### src/rtl/pe_array_grid.sv
// Systolic grid of ROWS x COLS processing elements. Each PE is a fixed-depth
// register pipeline carrying {valid, ifmap, psum}. Ifmap values move
// diagonally and partial sums move vertically, so each bottom-row psum is the
// wrapping sum of the ifmaps met along its column.
module pe_array_grid #(
  parameter int ROWS         = 3,
  parameter int COLS         = 3,
  parameter int DATA_W       = 4,
  parameter int DELAY_CYCLES = 10
) (
  input  logic                              clk,
  input  logic                              rst,
  input  logic                              in_valid,
  input  logic [(ROWS+COLS-1)*DATA_W-1:0]   ifmap_in,
  input  logic                              acc_en,
  input  logic                              stall,
  output logic [(ROWS+COLS-1)*DATA_W-1:0]   ifmap_out,
  output logic [ROWS+COLS-2:0]              ifmap_out_valid,
  output logic [COLS*DATA_W-1:0]            psum_out,
  output logic [COLS-1:0]                   psum_valid,
  output logic                              busy
);

  localparam int NPE = ROWS * COLS;

  // Modular add: the carry out of the lane is dropped on purpose.
  function automatic logic [DATA_W-1:0] wrap_add(input logic [DATA_W-1:0] a,
                                                 input logic [DATA_W-1:0] b);
    return a + b;
  endfunction

  // Final-stage view of every PE, flattened as index r*COLS+c.
  logic [NPE-1:0]        pe_vld_o;
  logic [NPE-1:0]        pe_busy;
  logic [NPE*DATA_W-1:0] pe_ifmap_o;
  logic [NPE*DATA_W-1:0] pe_psum_o;

  for (genvar r = 0; r < ROWS; r++) begin : g_row
    for (genvar c = 0; c < COLS; c++) begin : g_col
      localparam int IDX = r * COLS + c;

      logic              ifmap_src_vld;
      logic [DATA_W-1:0] ifmap_src;
      logic              psum_src_vld;
      logic [DATA_W-1:0] psum_src;
      logic              in_vld;

      logic              vld_p   [DELAY_CYCLES];
      logic [DATA_W-1:0] ifmap_p [DELAY_CYCLES];
      logic [DATA_W-1:0] psum_p  [DELAY_CYCLES];
      logic              any_vld;

      // Ifmap source: top row and left column come from the edge lanes,
      // interior PEs take the up-left neighbour's output.
      if (r == 0) begin : g_ifm_top
        assign ifmap_src_vld = in_valid;
        assign ifmap_src     = ifmap_in[c*DATA_W +: DATA_W];
      end else if (c == 0) begin : g_ifm_left
        assign ifmap_src_vld = in_valid;
        assign ifmap_src     = ifmap_in[(COLS-1+r)*DATA_W +: DATA_W];
      end else begin : g_ifm_diag
        assign ifmap_src_vld = pe_vld_o[IDX-COLS-1];
        assign ifmap_src     = pe_ifmap_o[(IDX-COLS-1)*DATA_W +: DATA_W];
      end

      // Psum source: the top row starts every column from a valid zero.
      if (r == 0) begin : g_psum_top
        assign psum_src_vld = 1'b1;
        assign psum_src     = '0;
      end else begin : g_psum_up
        assign psum_src_vld = pe_vld_o[IDX-COLS];
        assign psum_src     = pe_psum_o[(IDX-COLS)*DATA_W +: DATA_W];
      end

      assign in_vld = ifmap_src_vld & psum_src_vld;

      // PE pipeline: stage 0 does the optional accumulate, later stages only delay.
      always_ff @(posedge clk) begin
        if (rst) begin
          for (int s = 0; s < DELAY_CYCLES; s++) begin
            vld_p[s]   <= 1'b0;
            ifmap_p[s] <= '0;
            psum_p[s]  <= '0;
          end
        end else if (!stall) begin
          // stage 0: entry, accumulate decided by acc_en sampled here
          if (in_vld) begin
            vld_p[0]   <= 1'b1;
            ifmap_p[0] <= ifmap_src;
            psum_p[0]  <= acc_en ? wrap_add(psum_src, ifmap_src) : psum_src;
          end else begin
            vld_p[0]   <= 1'b0;
            ifmap_p[0] <= '0;
            psum_p[0]  <= '0;
          end
          // stages 1..DELAY_CYCLES-1: pure delay
          for (int s = 1; s < DELAY_CYCLES; s++) begin
            vld_p[s]   <= vld_p[s-1];
            ifmap_p[s] <= ifmap_p[s-1];
            psum_p[s]  <= psum_p[s-1];
          end
        end
      end

      // Occupancy of this PE: any stage holding a valid entry.
      always_comb begin
        any_vld = 1'b0;
        for (int s = 0; s < DELAY_CYCLES; s++) any_vld = any_vld | vld_p[s];
      end

      assign pe_vld_o[IDX]                        = vld_p[DELAY_CYCLES-1];
      assign pe_ifmap_o[IDX*DATA_W +: DATA_W]     = ifmap_p[DELAY_CYCLES-1];
      assign pe_psum_o[IDX*DATA_W +: DATA_W]      = psum_p[DELAY_CYCLES-1];
      assign pe_busy[IDX]                         = any_vld;
    end
  end

  // Bottom row drives psum lanes and the first COLS ifmap lanes.
  for (genvar c = 0; c < COLS; c++) begin : g_out_bottom
    localparam int IDX = (ROWS-1) * COLS + c;
    assign ifmap_out[c*DATA_W +: DATA_W] = pe_ifmap_o[IDX*DATA_W +: DATA_W];
    assign ifmap_out_valid[c]            = pe_vld_o[IDX];
    assign psum_out[c*DATA_W +: DATA_W]  = pe_psum_o[IDX*DATA_W +: DATA_W];
    assign psum_valid[c]                 = pe_vld_o[IDX];
  end

  // Right column (excluding the corner, already on lane COLS-1) drives the rest.
  for (genvar r = 0; r < ROWS-1; r++) begin : g_out_right
    localparam int IDX = r * COLS + (COLS-1);
    assign ifmap_out[(COLS+r)*DATA_W +: DATA_W] = pe_ifmap_o[IDX*DATA_W +: DATA_W];
    assign ifmap_out_valid[COLS+r]              = pe_vld_o[IDX];
  end

  assign busy = |pe_busy;

endmodule
### config.mk
export PLATFORM = sky130hd
export DESIGN_NAME = pe_array_grid
export DESIGN_NICKNAME = d
export VERILOG_FILES = /design/src/rtl/pe_array_grid.sv
export SDC_FILE = /design/constraint.sdc
export NUM_CORES = 1
export LEC_CHECK = 0
export BUFFER_PORTS_ARGS = -buffer_cell sky130_fd_sc_hd__buf_2
export CAP_MARGIN = 20
export CORE_MARGIN = 4
export CORE_UTILIZATION = 50
export CTS_CLUSTER_SIZE = 40
export DETAILED_ROUTE_END_ITERATION = 16
export GPL_ROUTABILITY_DRIVEN = 0
export PLACE_DENSITY_LB_ADDON = 0.2
export RECOVER_POWER = 50
export SKIP_CTS_REPAIR_TIMING = 1
export SYNTH_ARGS = -nofsm -noshare
export SYNTH_HDL_FRONTEND = slang
export SYNTH_SLANG_ARGS = --single-unit
export TNS_END_PERCENT = 50
### constraint.sdc
create_clock -name clk -period 41.4 [get_ports clk]
set_clock_uncertainty 0.2 [all_clocks]
set_input_delay 4.14 -clock clk [delete_from_list [all_inputs] [get_ports clk]]
set_output_delay 4.14 -clock clk [all_outputs]
set_load 0.01 [all_outputs]
==> metrics.md, run 1 <==
| Metric | Value |
|---|---|
| Syn. warnings | `0` |
| Met3 Resource Use GR | `0.0315` |
| H-tree Lvls | `3` |
| Cell Rows | `89` |
| Clock tree buffer depth | `3` |
| Syn-to-layout area delta | `10.9%` |
| Crit Path Category | `in2reg` |
| R2R cell count | `3` |
| Placed cells | `about 2.6k` |
| Input/output buffers | `65` |
| Worst path required time | `41.42 ns` |
| GR Overflow Total | `0` |
| Hold Slack | `~0.30 ns` |
| Die Y-Extent | `252 µm` |
| Clock sinks | `780` |
| Non-filler cells, final | `~2.7k` |
| Clk slew on worst S/H paths | `0.06 ns` |
| Unrepaired setup endpoints after global routing | `no` |
| Vias in the first global route | `13.2k` |
| Root Driver | `clkbuf_16` |
| Hold Path Class | `reg2reg` |
| Fin crit share | `0.302` |
| Most frequent CP cell | `clkbuf_1` |
| Slowest Stage Delay on Critical Path | `~2.9 ns` |
| Worst EP arrival | `12.50 ns` |
| Clock latency on the worst-skew pair | `0.61 ns` |
| Post-Syn Nets | `about 1.9k` |
| Max-cap violations | `8` |
| Post-layout min period | `between 10 and 15 ns` |
| Final Hold Viols | `0` |
| HPWL Detailed | `between 20 and 25 mm` |
| Status | `finished with violations` |
| GR Util met2 | `0.212` |
| Worst slew pin tran | `between 4 and 5 ns` |
| Initial drt markers | `1034` |
| Flops & latches, synth | `780` |
| Boundary Pins | `66` |
| Setup violations, final | `0` |
| Largest cells by area after synthesis | `edfxtp_1, and2_1, and3_1` |
| Via Count | `~13k` |
| Chip width | `252 µm` |
| Top cell type's share of synthesized area | `0.784` |
| Critical path, cell by cell | `clkbuf_1 > nand2b_1 > clkbuf_1 > clkbuf_1 > buf_4 > buf_16 > buf_4` |
| Die footprint | `approximately 64000 µm²` |
| Area leader, netlist | `edfxtp_1` |
| Crit path max fanout | `83` |
| Initial antenna violation count | `1` |
| Core area | `a little under 60000 µm²` |
| Worst path bufs/invs | `6` |
| Diode count | `0` |
| Failing checks | `max-capacitance violations, max-slew violations` |
| Post-synthesis sequential area ratio | `0.784` |
| CP delay by family, top | `buffers and inverters` |
| Hold Path Depth | `1` |
| Post-synth cell types | `23` |
| Drt pass-1 iters | `5` |
| Global-route wire length before repair | `slightly below 70 mm` |
| Detail Route Antenna Nets | `0` |
| Cells after synthesis | `~1.8k` |
| Final #Nets | `1917` |
| Mean Syn Cell Area | `approximately 16 µm²` |
| GRT Util Overall | `0.132` |
| Num CTS Buffers | `80` |
| Via/cell ratio | `4.95` |
| Setup WS post-layout | `just under 30 ns` |
| Power Density | `50.2 nW/µm²` |
| Place WS | `32.49 ns` |
| Critical path launch point type | `input port` |
| Setup TNS | `0 ns` |
| Worst setup EP type | `register` |
| Layout cells sized above 1 | `0.0706` |
| DRC viols | `0` |
| P_leak | `12.6 nW` |
| Max Clk Rate | `about 80 MHz` |
| Max VDD drop | `about 0.033 mV` |
| Initial core utilization | `0.505` |
| Mapped cell area | `29900 µm²` |
| Largest net degree at the start of global routing | `approximately 250` |
| CTS tree | `built` |
| Grt met1 use | `0.181` |
| CP max stage cell | `clkbuf_1` |
| Busiest layer in global routing | `met2` |
| Stages on worst setup path | `7` |
| Worst slew margin | `-1.85` |
| WL final | `a little over 40 mm` |
| Average wire per standard cell | `~15 µm` |
| Max-slew violations | `between 700 and 800` |
-- routing by layer --
metal | wire length [µm] | share of wire | vias to the layer above
li1 | - | - | 6471
met3 | 1550 | 0.037 | 85
met1 | 18800 | 0.45 | 6620
met5 | 7 | 0.00017 | -
met2 | 20200 | 0.48 | 168
met4 | 1080 | 0.026 | 2
-- final timing paths --
path | startpoint | end | slack, ns
min | g_row[0].g_col[1].ifmap_p[6][3] | g_row[0].g_col[1].ifmap_p[7][3] | 0.30
max reg2reg | g_row[0].g_col[0].vld_p[9] | g_row[1].g_col[2].psum_p[0][1] | 38.93
min reg2reg | g_row[0].g_col[1].ifmap_p[6][3] | g_row[0].g_col[1].ifmap_p[7][3] | 0.30
max | rst | g_row[2].g_col[0].psum_p[0][27] | 28.91
-- Yosys cell counts --
| cell type | number |
|---|---|
| a211o_1 | 6 |
| a211oi_1 | 2 |
| a21o_1 | 6 |
| a21oi_1 | 18 |
| and2_1 | 704 |
| and3_1 | 45 |
| buf_2 | 36 |
| buf_4 | 28 |
| clkbuf_1 | 55 |
| edfxtp_1 | 780 |
| fa_1 | 6 |
| ha_1 | 18 |
| inv_1 | 19 |
| inv_2 | 5 |
| mux2i_1 | 10 |
| nand2_1 | 5 |
| nand2b_1 | 4 |
| nand3_1 | 14 |
| nand4_1 | 8 |
| nor2_1 | 28 |
| nor4_1 | 13 |
| or4_1 | 3 |
| xor2_1 | 6 |
-- sequential cells by signal, indices dropped and copies added (netlist names) --
signal / count
g_row.g_col.ifmap_p: 360
g_row.g_col.vld_p: 60
g_row.g_col.psum_p: 360
-- cell type report --
cell class | count | area [µm²]
Timing Repair Buffer | 86 | 418
Sequential cell | 780 | 23400
Tap cell | 773 | 967
Fill cell | 4586 | 26000
Multi-Input combinational cell | 896 | 5770
Clock buffer | 107 | 2210
Clock inverter | 32 | 254
Inverter | 24 | 90.1
-- cells by family (layout without fill, tap and decap cells) --
family / count (synthesis) / in the layout / synth area share
AO/OA/AOI/OAI: 32 / 32 / 0.00679
XOR/XNOR: 6 / 6 / 0.00176
adder cells (fa/ha/maj): 24 / 24 / 0.0116
buffers and inverters: 143 / 249 / 0.0230
flip-flops: 780 / 780 / 0.784
multiplexers: 10 / 10 / 0.00335
AND/OR/NAND/NOR: 824 / 824 / 0.169
-- placed cells by master (no fill, tap or decap), types with 14 or more instances in the layout --
master       n
clkinv_1    18
and2_0     279
buf_2       23
and2_1     425
inv_1       20
ha_1        18
clkbuf_16   85
and3_1      45
nor2_1      27
nand3_1     14
edfxtp_1   780
a21oi_1     18
clkbuf_1    76
-- per-stage QoR --
step | power (mW) | util | instance area (µm²)
final | 1.66 | 0.560 | 33100
after global routing | 1.73 | 0.560 | 33100
after detailed placement | 1.00 | 0.520 | 30700
after global placement | 1.00 | 0.519 | 30700
after floorplan | 1.01 | - | 29900
after CTS | 1.68 | 0.561 | 33200
-- report_power, final --
part / switching (mW) / internal [mW]
Combinational: 0.0367 / 0.0162
Sequential: 0.0123 / 0.920
Clock: 0.279 / 0.398
Total: 0.328 / 1.33
Note: power is estimated with default switching activity, not from simulation.
==> run 2, diff against run 1 <==
clock period = 12.45 ns   (was 41.4 ns; I/O delays follow)
==> metrics.md, run 2 (same netlist as run 1, synthesis figures left out) <==
| Metric | Value |
|---|---|
| Status | `finished with violations` |
| Failing checks | `max-capacitance violations, max-slew violations` |
| Worst EP arrival | `a little under 7 ns` |
| Via/cell ratio | `~5` |
| Post-layout min period | `~6.6 ns` |
| Worst path bufs/invs | `3` |
| HPWL Detailed | `approximately 21 mm` |
| P_leak | `between 10 and 15 nW` |
| Vias in the first global route | `approximately 13k` |
| Final #Nets | `roughly 1.9k` |
| Comb pwr share | `0.032` |
| Slowest Stage Delay on Critical Path | `~2.5 ns` |
| Setup violations, final | `0` |
| Setup TNS | `0 ns` |
| Clock sinks | `780` |
| Critical path launch point type | `input port` |
| Clock tree buffer depth | `3` |
| Die Y-Extent | `roughly 250 µm` |
| Chip width | `between 200 and 300 µm` |
| Registers with the most flip-flops | `g_row.g_col.ifmap_p x360, g_row.g_col.psum_p x360, g_row.g_col.vld_p x60` |
| Syn-to-layout area delta | `11.1%` |
| Int Power | `roughly 4.4 mW` |
| Unrepaired setup endpoints after global routing | `no` |
| Critical path, cell by cell | `buf_2 > nor2_4 > clkbuf_1 > clkbuf_1 > and3_1` |
| Input/output buffers | `between 60 and 70` |
| Initial drt markers | `between 1k and 1.5k` |
| Hold Path Depth | `1` |
| Clk pwr share | `0.413` |
| Fin crit share | `0.527` |
| Boundary Pins | `66` |
| P_sw | `1.13 mW` |
| Power Density | `~170 nW/µm²` |
| Hold Path Class | `reg2reg` |
| WL final | `just over 40 mm` |
| Detail Route Antenna Nets | `0` |
| Most frequent cells in the layout | `edfxtp_1, and2_1, and2_0` |
| Clk slew on worst S/H paths | `roughly 0.060 ns` |
| Num CTS Buffers | `80` |
| Largest net degree at the start of global routing | `around 320` |
| Cell Rows | `89` |
| Layout cells sized above 1 | `0.0784` |
| Worst path required time | `12.72 ns` |
| Max-cap violations | `3` |
| Core area | `roughly 59000 µm²` |
| Clock latency on the worst-skew pair | `between 0.6 and 0.7 ns` |
| R2R cell count | `3` |
| Average wire per standard cell | `roughly 15 µm` |
| Global-route wire length before repair | `about 67 mm` |
| Initial core utilization | `0.505` |
| Stages on worst setup path | `5` |
| Initial antenna violation count | `1` |
| Max Clk Rate | `around 150 MHz` |
| Sw Share | `0.203` |
| Sequential share of power | `0.556` |
| Crit Path Category | `in2reg` |
| Most frequent CP cell | `clkbuf_1` |
| Worst setup EP type | `register` |
| Final Hold Viols | `0` |
| Total power | `5.57 mW` |
| GR Overflow Total | `0` |
| Root Driver | `clkbuf_16` |
| CP max stage cell | `clkbuf_1` |
| CP delay by family, top | `buffers and inverters` |
| Max VDD drop | `roughly 0.11 mV` |
| Via Count | `around 13k` |
| Max-slew violations | `between 200 and 300` |
| DRC viols | `0` |
| H-tree Lvls | `3` |
| Die footprint | `approximately 64000 µm²` |
| Worst slew margin | `-1.41` |
| Crit path max fanout | `between 100 and 150` |
| Commonest non-fill, non-tap cell in the layout | `edfxtp_1` |
| CTS tree | `built` |
| GRT Util Overall | `0.130` |
| Drt pass-1 iters | `4` |
| Worst slew pin tran | `approximately 3.6 ns` |
## run 2: cell types whose count changed in the layout (fill, tap and decap cells not counted), sizes merged
cell      change
clkinv       +13
buf           +1
clkinvlp      +2
inv           +3
bufinv        +3
diode         +1
clkbuf       -20
## run 2: area by class of cell
class                      count  area [µm²]
sequential                   780       23400
timing repair buffer          80         402
multi-input combinational    896        5770
fill                        4597       26000
clock inverter                53         470
antenna                        1        2.50
tap                          773         967
clock buffer                  94        2050
inverter                      24        90.1
## run 2: through the flow
step           std cells  worst slack [ns]  hold slack, ns   util  instance area [µm²]
6_report            2701              5.89           0.303  0.561                33200
3_3_place_gp        2552              7.33           0.299  0.520                30700
5_1_grt             2700              4.81           0.322  0.561                33200
3_5_place_dp        2552              7.24           0.301  0.520                30700
2_1_floorplan       1819              1.15           0.297      -                29900
4_1_cts             2699              7.89           0.309  0.562                33200
## run 2: worst register-to-register path: stages, from the launching register on
cell and delay [ns]:
edfxtp_1 0.31, clkbuf_1 0.76, nand2_1 0.55, a211oi_1 0.36
## run 2: final timing paths
check	end	from	slack (ns)
max	g_row[2].g_col[2].ifmap_p[0][2]	stall	5.89
min	g_row[0].g_col[2].psum_p[8][0]	g_row[0].g_col[2].psum_p[7][0]	0.30
max reg2reg	g_row[1].g_col[1].psum_p[0][1]	g_row[0].g_col[0].vld_p[9]	10.08
min reg2reg	g_row[0].g_col[2].psum_p[8][0]	g_row[0].g_col[2].psum_p[7][0]	0.30
## run 2: power groups by stage
stage	logic [mW]	registers, mW	clock network (mW)
2_1_floorplan	0.137	3.18	0
3_3_place_gp	0.178	3.15	0
3_5_place_dp	0.184	3.15	0
4_1_cts	0.185	3.10	2.37
5_1_grt	0.202	3.11	2.48
6_report	0.176	3.10	2.30
## run 2: routing by layer
metal | global-route usage | wire (µm) | part of all wire | up-vias
met4 | 0.0518 | 1330 | 0.032 | 0
met3 | 0.0287 | 1670 | 0.041 | 99
met1 | 0.184 | 19000 | 0.46 | 6572
met5 | 0 | 0 | 0 | -
met2 | 0.200 | 19200 | 0.47 | 184
li1 | - | - | - | 6469
